`src/rtl/axis_video_pkg.sv`:
```
// Shared types for the AXI4-Stream video pattern generator: FSM encoding,
// pattern select codes and the RGB888 pixel layout.
package axis_video_pkg;

   typedef enum logic [1:0] {
      ST_IDLE = 2'd0,
      ST_SEND = 2'd1,
      ST_GAP  = 2'd2
   } state_t;

   typedef enum logic [1:0] {
      PAT_BARS  = 2'd0,
      PAT_RAMP  = 2'd1,
      PAT_CHECK = 2'd2,
      PAT_INDEX = 2'd3
   } pattern_t;

   // tdata layout: R in [23:16], G in [15:8], B in [7:0]
   typedef struct packed {
      logic [7:0] r;
      logic [7:0] g;
      logic [7:0] b;
   } rgb_t;

endpackage

```
`src/rtl/axis_patgen_pixel.sv`:
```
// Pure combinational pixel colour lookup; zero latency, no flow control.
// The parent registers the result, so this never sees tready.
module axis_patgen_pixel
   import axis_video_pkg::*;
(
   input  logic [1:0]  pattern_i,
   input  logic [7:0]  x_i,
   input  logic [7:0]  y_i,
   input  logic [2:0]  bar_i,
   input  logic [23:0] index_i,
   input  logic [7:0]  frame_count_i,
   output logic [23:0] rgb_o
);

   rgb_t rgb;

   always_comb begin
      rgb = '0;
      case (pattern_t'(pattern_i))
         PAT_BARS: begin
            rgb.r = {8{bar_i[2]}};
            rgb.g = {8{bar_i[1]}};
            rgb.b = {8{bar_i[0]}};
         end
         PAT_RAMP:  rgb = {x_i, y_i, frame_count_i};
         PAT_CHECK: rgb = (x_i[3] ^ y_i[3]) ? 24'hFF_FFFF : 24'h00_0000;
         default:   rgb = index_i;
      endcase
   end

   assign rgb_o = rgb;

endmodule

```
`src/rtl/axis_video_patgen.sv`:
```
// AXI4-Stream video test-pattern source; first beat one cycle after enable, all outputs registered,
// beats held stable under tready backpressure. Define AXIS_PATGEN_THROTTLE_EN for 4-on/3-off throttling.
module axis_video_patgen
   import axis_video_pkg::*;
#(
   parameter int H_ACTIVE = 640,
   parameter int V_ACTIVE = 480
)(
   input  logic        clk,
   input  logic        rstn,
   input  logic        enable,
   input  logic [1:0]  pattern_sel,
   input  logic        m_axis_video_tready,
   output logic [23:0] m_axis_video_tdata,
   output logic        m_axis_video_tvalid,
   output logic        m_axis_video_tuser,
   output logic        m_axis_video_tlast,
   output logic [15:0] frame_count,
   output logic        busy
);

   localparam logic [11:0] X_LAST   = 12'(H_ACTIVE - 1);
   localparam logic [11:0] Y_LAST   = 12'(V_ACTIVE - 1);
   localparam logic [11:0] BAR_LAST = 12'(H_ACTIVE / 8 - 1);

   state_t      state_q, state_d;
   logic [11:0] x_q, x_d, y_q, y_d, bpx_q, bpx_d;
   logic [2:0]  bar_q, bar_d;
   logic [23:0] idx_q, idx_d;
   logic [1:0]  pat_q, pat_d;
   logic [15:0] fc_q, fc_d;
   logic [23:0] tdata_q, pix;
   logic        tuser_q, tlast_q;
   logic        xfer, frame_end, start;

   assign xfer      = (state_q == ST_SEND) && m_axis_video_tready;
   assign frame_end = xfer && (x_q == X_LAST) && (y_q == Y_LAST);
   assign start     = (state_q == ST_IDLE) && enable;

`ifdef AXIS_PATGEN_THROTTLE_EN
   logic [1:0] thr_q, thr_d, gap_q, gap_d;

   always_comb begin
      thr_d = thr_q;
      if (start)
         thr_d = 2'd0;
      else if (xfer)
         thr_d = thr_q + 2'd1;
      gap_d = (state_q == ST_GAP) ? gap_q + 2'd1 : 2'd0;
   end

   always_ff @(posedge clk or negedge rstn) begin
      if (!rstn) begin
         thr_q <= 2'd0;
         gap_q <= 2'd0;
      end else begin
         thr_q <= thr_d;
         gap_q <= gap_d;
      end
   end
`endif

   always_ff @(posedge clk or negedge rstn) begin
      if (!rstn)
         state_q <= ST_IDLE;
      else
         state_q <= state_d;
   end

   always_comb begin
      state_d = state_q;
      unique case (state_q)
         ST_IDLE: if (enable) state_d = ST_SEND;
         ST_SEND: begin
            if (frame_end && !enable)
               state_d = ST_IDLE;
`ifdef AXIS_PATGEN_THROTTLE_EN
            else if (xfer && thr_q == 2'd3)
               state_d = ST_GAP;
`endif
         end
`ifdef AXIS_PATGEN_THROTTLE_EN
         ST_GAP:  if (gap_q == 2'd2) state_d = ST_SEND;
`endif
         default: state_d = ST_IDLE;
      endcase
   end

   always_comb begin
      m_axis_video_tvalid = (state_q == ST_SEND);
      busy                = (state_q != ST_IDLE);
   end

   // Counters describe the pixel that the output registers will present next.
   always_comb begin
      x_d   = x_q;
      y_d   = y_q;
      bar_d = bar_q;
      bpx_d = bpx_q;
      idx_d = idx_q;
      pat_d = pat_q;
      fc_d  = fc_q;
      if (start || frame_end) begin
         x_d   = '0;
         y_d   = '0;
         bar_d = '0;
         bpx_d = '0;
         idx_d = '0;
         pat_d = pattern_sel;
         if (frame_end)
            fc_d = fc_q + 16'd1;
      end else if (xfer) begin
         idx_d = idx_q + 24'd1;
         if (x_q == X_LAST) begin
            x_d   = '0;
            y_d   = y_q + 12'd1;
            bar_d = '0;
            bpx_d = '0;
         end else begin
            x_d = x_q + 12'd1;
            if (bpx_q == BAR_LAST) begin
               bpx_d = '0;
               bar_d = bar_q + 3'd1;
            end else begin
               bpx_d = bpx_q + 12'd1;
            end
         end
      end
   end

   axis_patgen_pixel u_pixel (
      .pattern_i     (pat_d),
      .x_i           (x_d[7:0]),
      .y_i           (y_d[7:0]),
      .bar_i         (bar_d),
      .index_i       (idx_d),
      .frame_count_i (fc_d[7:0]),
      .rgb_o         (pix)
   );

   always_ff @(posedge clk or negedge rstn) begin
      if (!rstn) begin
         x_q     <= '0;
         y_q     <= '0;
         bar_q   <= '0;
         bpx_q   <= '0;
         idx_q   <= '0;
         pat_q   <= '0;
         fc_q    <= '0;
         tdata_q <= '0;
         tuser_q <= 1'b0;
         tlast_q <= 1'b0;
      end else begin
         x_q   <= x_d;
         y_q   <= y_d;
         bar_q <= bar_d;
         bpx_q <= bpx_d;
         idx_q <= idx_d;
         pat_q <= pat_d;
         fc_q  <= fc_d;
         if (start || xfer) begin
            tdata_q <= pix;
            tuser_q <= (x_d == 12'd0) && (y_d == 12'd0);
            tlast_q <= (x_d == X_LAST);
         end
      end
   end

   assign m_axis_video_tdata = tdata_q;
   assign m_axis_video_tuser = tuser_q;
   assign m_axis_video_tlast = tlast_q;
   assign frame_count        = fc_q;

endmodule

```
`config.mk`:
```
export PLATFORM = sky130hd
export DESIGN_NAME = axis_video_patgen
export DESIGN_NICKNAME = d
export VERILOG_FILES = /design/src/rtl/axis_video_pkg.sv /design/src/rtl/axis_patgen_pixel.sv /design/src/rtl/axis_video_patgen.sv
export SDC_FILE = /design/constraint.sdc
export NUM_CORES = 1
export LEC_CHECK = 0
export BUFFER_PORTS_ARGS = -buffer_cell sky130_fd_sc_hd__clkbuf_2
export CAP_MARGIN = 10
export CORE_AREA = 2 2 123 125
export CTS_BUF_LIST = sky130_fd_sc_hd__clkbuf_8
export DETAILED_ROUTE_END_ITERATION = 7
export DIE_AREA = 0 0 125 127
export MAX_ROUTING_LAYER = met4
export PLACE_DENSITY = 0.62
export SYNTH_ARGS = -nofsm -noshare
export SYNTH_HDL_FRONTEND = slang
export SYNTH_SLANG_ARGS = --single-unit
```
`constraint.sdc`:
```
create_clock -name clk -period 4.2 [get_ports clk]
set_input_delay 0.42 -clock clk [delete_from_list [all_inputs] [get_ports clk]]
set_output_delay 0.42 -clock clk [all_outputs]
set_load 0.01 [all_outputs]
```
==> results of run 1 <==
[logic make-up (layout without fill, tap and decap cells)]
logic type / Yosys count / count (layout) / share of synthesized area (%)
adder cells (fa/ha/maj): 6 / 6 / 1.31
XOR/XNOR: 61 / 61 / 9.30
multiplexers: 9 / 9 / 1.61
flip-flops: 108 / 108 / 47.0
buffers and inverters: 43 / 90 / 3.40
AO/OA/AOI/OAI: 91 / 91 / 10.6
AND/OR/NAND/NOR: 301 / 301 / 26.7
[synth_stat cells (all sizes together), types with 7 or more instances]
master,n
dfrtp,108
inv,12
o211ai,7
nor3,40
nand2,64
mux2i,7
o21ai,31
clkbuf,16
xnor2,44
buf,14
nor2,73
nand3,30
nand4,13
or3,17
nor4,17
and3,16
a21oi,15
o221ai,13
xor2,17
[path summary, 6_finish.rpt]
kind	startpoint	to	slack, ns	cells past startpoint
min in group clk	enable	state_q[0]$_DFFE_PN0P_	0.26	2
max reg2reg	x_q[0]$_DFF_PN0_	m_axis_video_tdata[13]$_DFFE_PN0P_	0.70	9
min reg2reg	frame_count[15]$_DFFE_PN0P_	frame_count[15]$_DFFE_PN0P_	0.49	1
min	rstn	m_axis_video_tdata[19]$_DFFE_PN0P_	0.11	1
max	x_q[0]$_DFF_PN0_	m_axis_video_tdata[13]$_DFFE_PN0P_	0.70	9
max in group asynchronous	rstn	y_q[6]$_DFF_PN0_	3.26	2
[sequential cells by signal, summed over array words and instances, names as in the netlist]
name	cells
idx_q	24
m_axis_video_tdata	24
frame_count	16
bpx_q	12
x_q	12
y_q	12
bar_q	3
pat_q	2
m_axis_video_tlast	1
m_axis_video_tuser	1
state_q	1
[cell type report]
type                       instances  area [um^2]  area share [%]
clock inverter                     5         58.8           0.922
multi-input combinational        468         2850            44.7
timing repair buffer              61          338            5.30
clock buffer                      11          151            2.37
inverter                          13         48.8           0.765
sequential                       108         2700            42.4
tap                              184          230            3.61
[routing by layer]
metal  part of all wire (%)  vias up  global-route usage [%]
li1                       -     2289                       -
met1                     45     2378                    25.4
met2                     49       92                    31.9
met3                    3.8       25                    4.48
met4                    1.9        0                    6.27
met5                      0        -                       -
[critical path, delay by kind of cell, from the launching register on]
family	cells	cell delay, ns
flip-flops	1	0.46
AO/OA/AOI/OAI	3	0.67
AND/OR/NAND/NOR	4	1.60
buffers and inverters	1	0.35
adder cells (fa/ha/maj)	1	0.28
[metrics by stage]
stage	hold WS, ns	util, %	area, um^2
detailed placement	0.466	42.8	6170
global route	0.161	44.2	6380
global placement	0.461	42.8	6170
floorplan	0.124	-	5750
finish	0.112	44.2	6380
CTS	0.131	44.2	6380
[power by group through the flow]
stage	clock (uW)	sequential [uW]	combinational, uW
final	683	1340	598
after global routing	745	1360	661
after detailed placement	0	1360	596
after CTS	702	1340	599
after floorplan	0	1340	373
after global placement	0	1360	582
==> results.yml, run 1 <==
final_layout:
  layout_common_cells: "dfrtp_1 (108), nor2_1 (72), nand2_1 (63)"
  instances_no_fill: 850
  n_fill_cell: 1440
  final_nets: 673
  area_growth_pct: 11.0
  final_common_cell: "dfrtp_1"
  drive_above_1_share_pct: 14.1
  diodes: 0
sta:
  final.min_clock_period_ns: 3.50
  fin_skew_ns: 0.0104
  setup_violations: 0
  fin_ws_ns: 0.701
  finalHoldViolCount: 0
  worstMarginPinSlew_ns: 0.819
  slew_headroom_pct: 45.4
  max_freq_mhz: 286
  maxSlewViolCount: 0
  rsz0062_at_grt: "false"
  fin_crit_sh_pct: 83.3
  tns_ns: 0
placed_design:
  io_buffers: 49
  post-place-ws_ns: 0.758
  dp_hpwl_mm: 10.7
  placedCellCount: 834
  place.gp.congestion: 0.885
route:
  wl_per_cell_um: 17.4
  final_antenna_net_count: 0
  drc_errors: 0
  via_per_inst: 5.63
  dr_total_vias: 4784
  drtIter0Drc: 361
  routed_wl_mm: 14.8
  drt_first_pass_iters: 4
critical_path:
  end_kind: "register"
  startpoint_type: "register"
  crit_fanout: 31
  max_stage_delay_ns: 0.75
  cp.arrival_ns: 3.77
  crit_chain: "ha_1, nand4_1, or4_4, o21ai_4, buf_4, a31oi_1, a21o_1, nor2_1, nor4_1"
  cp_slowest_cell: "or4_4"
  worstPathRequired_ns: 4.47
  worst-setup-path-type: "register to register"
clock_network:
  post_cts_buffers: 0
  cts_buffers: 9
  path_clk_slew_ns: 0.11
  cts_tree: "built"
  clock-sinks: 108
  clk_latency_ns: 0.40
  cts.path.max_buffers: 2
  htreeDepth: 3
  hold_buffers: 0
  post_cts_resized: 0
  cts_root_buf: "clkbuf_8"
power:
  power.density_mw_per_mm2: 411
  p_comb_share_pct: 22.8
  leakagePower_uw: 0.00276
  power.switching_uw: 893
  finalPower_uw: 2620
  internal_power_uw: 1730
  netSwitchingFraction_pct: 34.1
  p_clk_share_pct: 26.1
  seqPwrFrac_pct: 51.1
  vdd_drop_max_mv: 0.159
synth:
  synth_largest_area_cell: "dfrtp_1"
  async_flop_share_pct: 100
  yosysTopAreaCellShare_pct: 47.0
  synthTopCellsByArea: "dfrtp_1 (47%), xnor2_1 (6.7%), nor2_1 (4.7%)"
  synth.avg_cell_area_um2: 9.28
  synth_area_mm2: 0.00575
  yosys_warnings: 0
  yosysSeqAreaShare_pct: 47.0
  ys_types: 57
  postSynthCellCount: 619
  synthFlopType: "dfrtp_1"
  ys_seq_elements: 108
  synth_edf_count: 0
  syn_nets: 631
floorplanning:
  placementRows: 44
  die_x_um: 125
  die_h_um: 127
  coreArea_mm2: 0.0144
  start_util_pct: 39.8
  io_pins: 50
  die-area_mm2: 0.0159
worst_hold_path:
  hp-class: "input port to async pin"
global_route:
  grt_usage_pct: 19.9
  grt_max_degree: 64
  grt_pass1_wl_mm: 24.4
  antenna_found_initial: 0
  grt_pass1_vias: 4606
  overflow: 0
outcome:
  status: "finished clean"
flow_run:
  maxCapViolations: 0
No activity file was read; power rests on OpenSTA's default activity.
==> inputs of run 2 (changes only) <==
--- a/config.mk
+++ b/config.mk
@@ -12,7 +12,7 @@
 export DETAILED_ROUTE_END_ITERATION = 7
 export DIE_AREA = 0 0 125 127
 export MAX_ROUTING_LAYER = met4
-export PLACE_DENSITY = 0.62
+export PLACE_DENSITY = 0.64
 export SYNTH_ARGS = -nofsm -noshare
 export SYNTH_HDL_FRONTEND = slang
 export SYNTH_SLANG_ARGS = --single-unit
==> constraint.sdc (replaced) <==
create_clock -name clk -period 3 [get_ports clk]
set_input_delay 0.3 -clock clk [delete_from_list [all_inputs] [get_ports clk]]
set_output_delay 0.3 -clock clk [all_outputs]
set_load 0.01 [all_outputs]
==> results.yml, run 2 (synthesis results as in run 1) <==
outcome:
  status: "finished, violations left"
  failed_checks: "setup timing"
power:
  netSwitchingFraction_pct: 35.7
  vdd_drop_max_mv: 0.282
  power.switching_uw: 1340
  p_clk_share_pct: 23.2
  power.density_mw_per_mm2: 531
  leakagePower_uw: 0.00308
  seqPwrFrac_pct: 49.8
  internal_power_uw: 2410
  p_comb_share_pct: 27.1
critical_path:
  rr_worst_depth: 10
  crit_fanout: 6
  cp.arrival_ns: 3.29
  timing.rr.start: "x_q[10]$_DFF_PN0_"
  worstPathRequired_ns: 3.28
  worst-setup-path-type: "register to register"
  r2r-end: "m_axis_video_tdata[22]$_DFFE_PN0P_"
  reg2reg_slack_ns: -0.01
  end_kind: "register"
  startpoint_type: "register"
clock_network:
  path_clk_slew_ns: 0.11
  clock-sinks: 108
  cts_tree: "built"
  htreeDepth: 3
  clk_latency_ns: 0.40
  cts.path.max_buffers: 2
  cts_buffers: 9
  cts_root_buf: "clkbuf_8"
flow_run:
  maxCapViolations: 0
final_layout:
  final-seq-area_mm2: 0.00270
  diodes: 0
  drive_above_1_share_pct: 23.9
  fin_util_pct: 48.8
  final_common_cell: "dfrtp_1"
  n_fill_cell: 1362
  layout_common_cells: "dfrtp_1 (108), nor2_1 (70), nand2_1 (63)"
  multi_input_area_mm2: 0.00308
  fin_area_mm2: 0.00705
  area_growth_pct: 22.6
  final_nets: 722
route:
  dr_total_vias: 5009
  routed_wl_mm: 15.7
  final_antenna_net_count: 0
  wl_per_cell_um: 17.5
  drtIter0Drc: 359
  drc_errors: 0
  via_per_inst: 5.57
  drt_first_pass_iters: 4
global_route:
  grt_max_degree: 67
  grt_use_met2_pct: 30.8
  grt.busiest_layer: "met2"
  grt_pass1_vias: 4865
  use_met1_pct: 27.0
  grt_usage_pct: 19.9
  overflow: 0
  grt_pass1_wl_mm: 24.9
  antenna_found_initial: 0
  met3_usage_pct: 3.18
sta:
  fin_crit_sh_pct: 100
  max_freq_mhz: 332
  fin_skew_ns: 0.0192
  worstMarginPinSlew_ns: 0.670
  final.min_clock_period_ns: 3.01
  fin_ws_ns: -0.0127
  rsz0062_at_grt: "true"
  setup_violations: 10
  slew_headroom_pct: 55.0
  tns_ns: -0.0536
  whs_ns: 0.136
  maxSlewViolCount: 0
  finalHoldViolCount: 0
floorplanning:
  io_pins: 50
  die_h_um: 127
  placementRows: 44
  coreArea_mm2: 0.0144
  die-area_mm2: 0.0159
  die_x_um: 125
  start_util_pct: 39.8
placed_design:
  placed_cell_area_mm2: 0.00643
  post-place-ws_ns: 0.0462
  dp_hpwl_mm: 11.1
  io_buffers: 49
  place.gp.congestion: 0.884
worst_hold_path:
  holdPathStages: 2
  hold_path_end: "state_q[0]$_DFFE_PN0P_"
  worstHoldStart: "enable"
  hp-class: "input port to register"
[run 2: worst max path at each step]
stage / startpoint / cells past startpoint / to / slack [ns]
detailed placement: x_q[8]$_DFF_PN0_ / 9 / m_axis_video_tdata[14]$_DFFE_PN0P_ / 0.05
global route: x_q[11]$_DFF_PN0_ / 10 / m_axis_video_tdata[19]$_DFFE_PN0P_ / -0.1
floorplan: y_q[5]$_DFF_PN0_ / 8 / m_axis_video_tdata[9]$_DFFE_PN0P_ / 0.04
CTS: x_q[8]$_DFF_PN0_ / 7 / m_axis_video_tuser$_DFFE_PN0P_ / 0.01
global placement: x_q[8]$_DFF_PN0_ / 7 / m_axis_video_tuser$_DFFE_PN0P_ / 0.07
finish: x_q[10]$_DFF_PN0_ / 10 / m_axis_video_tdata[22]$_DFFE_PN0P_ / -0.01
[run 2: final cells by class]
class,instances,area share (%)
Timing Repair Buffer,110,11.3
Tap cell,184,3.27
Clock inverter,7,0.870
Sequential cell,108,38.4
Clock buffer,9,1.76
Inverter,13,0.693
Multi-Input combinational cell,468,43.7
[run 2: routing by layer]
metal | share of wire (%) | wire (um)
met4 | 1.6 | 249
met2 | 47 | 7420
met1 | 46 | 7290
met5 | 0 | 0
met3 | 4.8 | 755
[run 2: per-stage QoR]
stage,power [uW],std cells
global placement,2750,865
global route,3960,899
finish,3740,899
floorplan,2400,619
CTS,3640,882
detailed placement,2770,865
[run 2: critical path, stage by stage, from the launching register on]
cell	delay [ns]
dfrtp_1	0.40
or4b_4	0.56
or4_4	0.62
o21ai_4	0.20
buf_6	0.17
mux2i_4	0.25
inv_2	0.08
a211oi_4	0.25
buf_6	0.16
clkbuf_16	0.16
nor4b_2	0.05
[run 2: repair_timing]
action,CTS,global route
gates cloned,0,3
endpoints found under the hold margin,42,0
pin swaps,0,11
hold buffers,1,0
gates resized for setup,1,51
buffers inserted,0,14
endpoints found under the setup margin,1,25
[run 2: power groups by stage]
| stage | clock network (uW) | registers (uW) | logic, uW |
|---|---|---|---|
| 2_1_floorplan | 0 | 1870 | 523 |
| 3_3_place_gp | 0 | 1880 | 871 |
| 3_5_place_dp | 0 | 1880 | 890 |
| 4_1_cts | 887 | 1860 | 893 |
| 5_1_grt | 949 | 1890 | 1120 |
| 6_report | 868 | 1860 | 1010 |
==> inputs of run 3 (changes only) <==
--- a/config.mk
+++ b/config.mk
@@ -7,12 +7,13 @@
 export LEC_CHECK = 0
 export BUFFER_PORTS_ARGS = -buffer_cell sky130_fd_sc_hd__clkbuf_2
 export CAP_MARGIN = 10
-export CORE_AREA = 2 2 123 125
+export CORE_AREA = 2 2 132 134
 export CTS_BUF_LIST = sky130_fd_sc_hd__clkbuf_8
 export DETAILED_ROUTE_END_ITERATION = 7
-export DIE_AREA = 0 0 125 127
+export DIE_AREA = 0 0 134 136
 export MAX_ROUTING_LAYER = met4
-export PLACE_DENSITY = 0.64
+export PLACE_DENSITY = 0.58
+export RECOVER_POWER = 100
 export SYNTH_ARGS = -nofsm -noshare
 export SYNTH_HDL_FRONTEND = slang
 export SYNTH_SLANG_ARGS = --single-unit
==> results.yml, run 3 (synthesis results as in run 1) <==
global_route:
  grt_use_met2_pct: 31.6
  grt_pass1_wl_mm: 25.9
  grt_max_degree: 71
  grt_usage_pct: 18.7
  overflow: 0
  grt.busiest_layer: "met2"
  met3_usage_pct: 2.91
  antenna_found_initial: 0
  use_met1_pct: 23.8
  grt_pass1_vias: 4838
floorplanning:
  placementRows: 48
  die_x_um: 134
  io_pins: 50
  die_h_um: 136
  die-area_mm2: 0.0182
  start_util_pct: 34.1
  coreArea_mm2: 0.0169
final_layout:
  final_nets: 711
  drive_above_1_share_pct: 12.6
  final_common_cell: "dfrtp_1"
  diodes: 0
  fin_util_pct: 40.1
  final-seq-area_mm2: 0.00270
  multi_input_area_mm2: 0.00293
  instances_no_fill: 929
  layout_common_cells: "dfrtp_1 (108), nor2_1 (72), nand2_1 (63)"
  n_fill_cell: 1712
  area_growth_pct: 17.8
sta:
  final.min_clock_period_ns: 2.95
  rsz0062_at_grt: "true"
  worstMarginPinSlew_ns: 2.25
  whs_ns: 0.126
  fin_crit_sh_pct: 98.2
  tns_ns: 0
  finalHoldViolCount: 0
  setup_violations: 0
  maxSlewViolCount: 39
  slew_headroom_pct: -49.9
  max_freq_mhz: 339
  fin_skew_ns: 0.0197
critical_path:
  worst-setup-path-type: "register to register"
  end_kind: "register"
  worstPathRequired_ns: 3.30
  reg2reg_slack_ns: 0.05
  rr_worst_depth: 11
  startpoint_type: "register"
  cp.arrival_ns: 3.24
  crit_fanout: 17
  r2r-end: "m_axis_video_tdata[10]$_DFFE_PN0P_"
  timing.rr.start: "y_q[5]$_DFF_PN0_"
route:
  drt_first_pass_iters: 4
  final_antenna_net_count: 0
  drc_errors: 0
  via_per_inst: 5.23
  drtIter0Drc: 308
  dr_total_vias: 4856
  routed_wl_mm: 15.9
  wl_per_cell_um: 17.1
outcome:
  status: "finished, violations left"
  failed_checks: "capacitance limit, slew limit"
flow_run:
  maxCapViolations: 1
worst_hold_path:
  worstHoldStart: "enable"
  hold_path_end: "state_q[0]$_DFFE_PN0P_"
  hp-class: "input port to register"
  holdPathStages: 2
clock_network:
  cts_root_buf: "clkbuf_8"
  cts_tree: "built"
  cts.path.max_buffers: 2
  cts_buffers: 9
  clk_latency_ns: 0.40
  path_clk_slew_ns: 0.12
  htreeDepth: 3
  clock-sinks: 108
power:
  finalPower_uw: 3690
  vdd_drop_max_mv: 0.319
  leakagePower_uw: 0.00281
  power.density_mw_per_mm2: 545
placed_design:
  place.gp.congestion: 0.889
  io_buffers: 49
  placedCellCount: 904
  dp_hpwl_mm: 11.4
[run 3: cell types whose count changed in the layout (fill, tap and decap cells not counted), sizes merged]
cell / delta
buf: -19
clkbuf: +8
clkinvlp: -2
inv: +2
[run 3: cell type report]
class	instances	area share (%)
flip-flops and latches	108	39.9
multi-input cells	468	43.3
clock inverters	7	1.11
clock buffers	9	1.83
inverters	13	0.721
well taps	225	4.16
repair buffers	99	8.93
[run 3: routing by layer]
metal	share of wire (%)	routed length (um)	vias to the layer above
li1	-	-	2366
met1	45	7190	2370
met2	49	7820	110
met3	4.4	707	10
met4	1.1	169	0
met5	0	0	-
[run 3: timing repair]
item	CTS	global route
hold buffers	1	0
setup endpoints to repair	3	25
hold endpoints to repair	38	0
setup buffers	0	7
pin swaps	0	1
gates resized for setup	1	18
gates cloned	0	1
[run 3: power breakdown]
group / leakage, uW / total (uW) / internal (uW) / switching [uW]
logic: 0.00130 / 905 / 358 / 547
clock network: 0.0000990 / 916 / 333 / 583
registers: 0.00142 / 1870 / 1660 / 213
total: 0.00281 / 3690 / 2350 / 1340
[run 3: through the flow]
step,setup WS (ns),cell area (um^2)
after floorplan,0.0373,5750
after global placement,0.0698,6450
after detailed placement,-0.0118,6450
after CTS,0.0284,6660
after global routing,-0.0109,6770
final,0.0527,6770
[run 3: worst max-delay path, stage by stage, from the launching register on]
cell and delay, ns:
dfrtp_1 0.39, or4b_1 0.54, or4_4 0.57, o21ai_4 0.20, buf_12 0.15, buf_4 0.12
buf_12 0.14, a31oi_1 0.06, a21o_1 0.20, buf_4 0.17, o221ai_1 0.21, nor3_1 0.08
[run 3: worst max path at each step]
stage / startpoint / endpoint / cells after the start
global route: x_q[8]$_DFF_PN0_ / m_axis_video_tuser$_DFFE_PN0P_ / 7
global placement: x_q[8]$_DFF_PN0_ / m_axis_video_tuser$_DFFE_PN0P_ / 7
detailed placement: x_q[8]$_DFF_PN0_ / m_axis_video_tdata[10]$_DFFE_PN0P_ / 9
finish: y_q[5]$_DFF_PN0_ / m_axis_video_tdata[10]$_DFFE_PN0P_ / 11
floorplan: y_q[5]$_DFF_PN0_ / m_axis_video_tdata[9]$_DFFE_PN0P_ / 8
CTS: x_q[8]$_DFF_PN0_ / m_axis_video_tuser$_DFFE_PN0P_ / 7
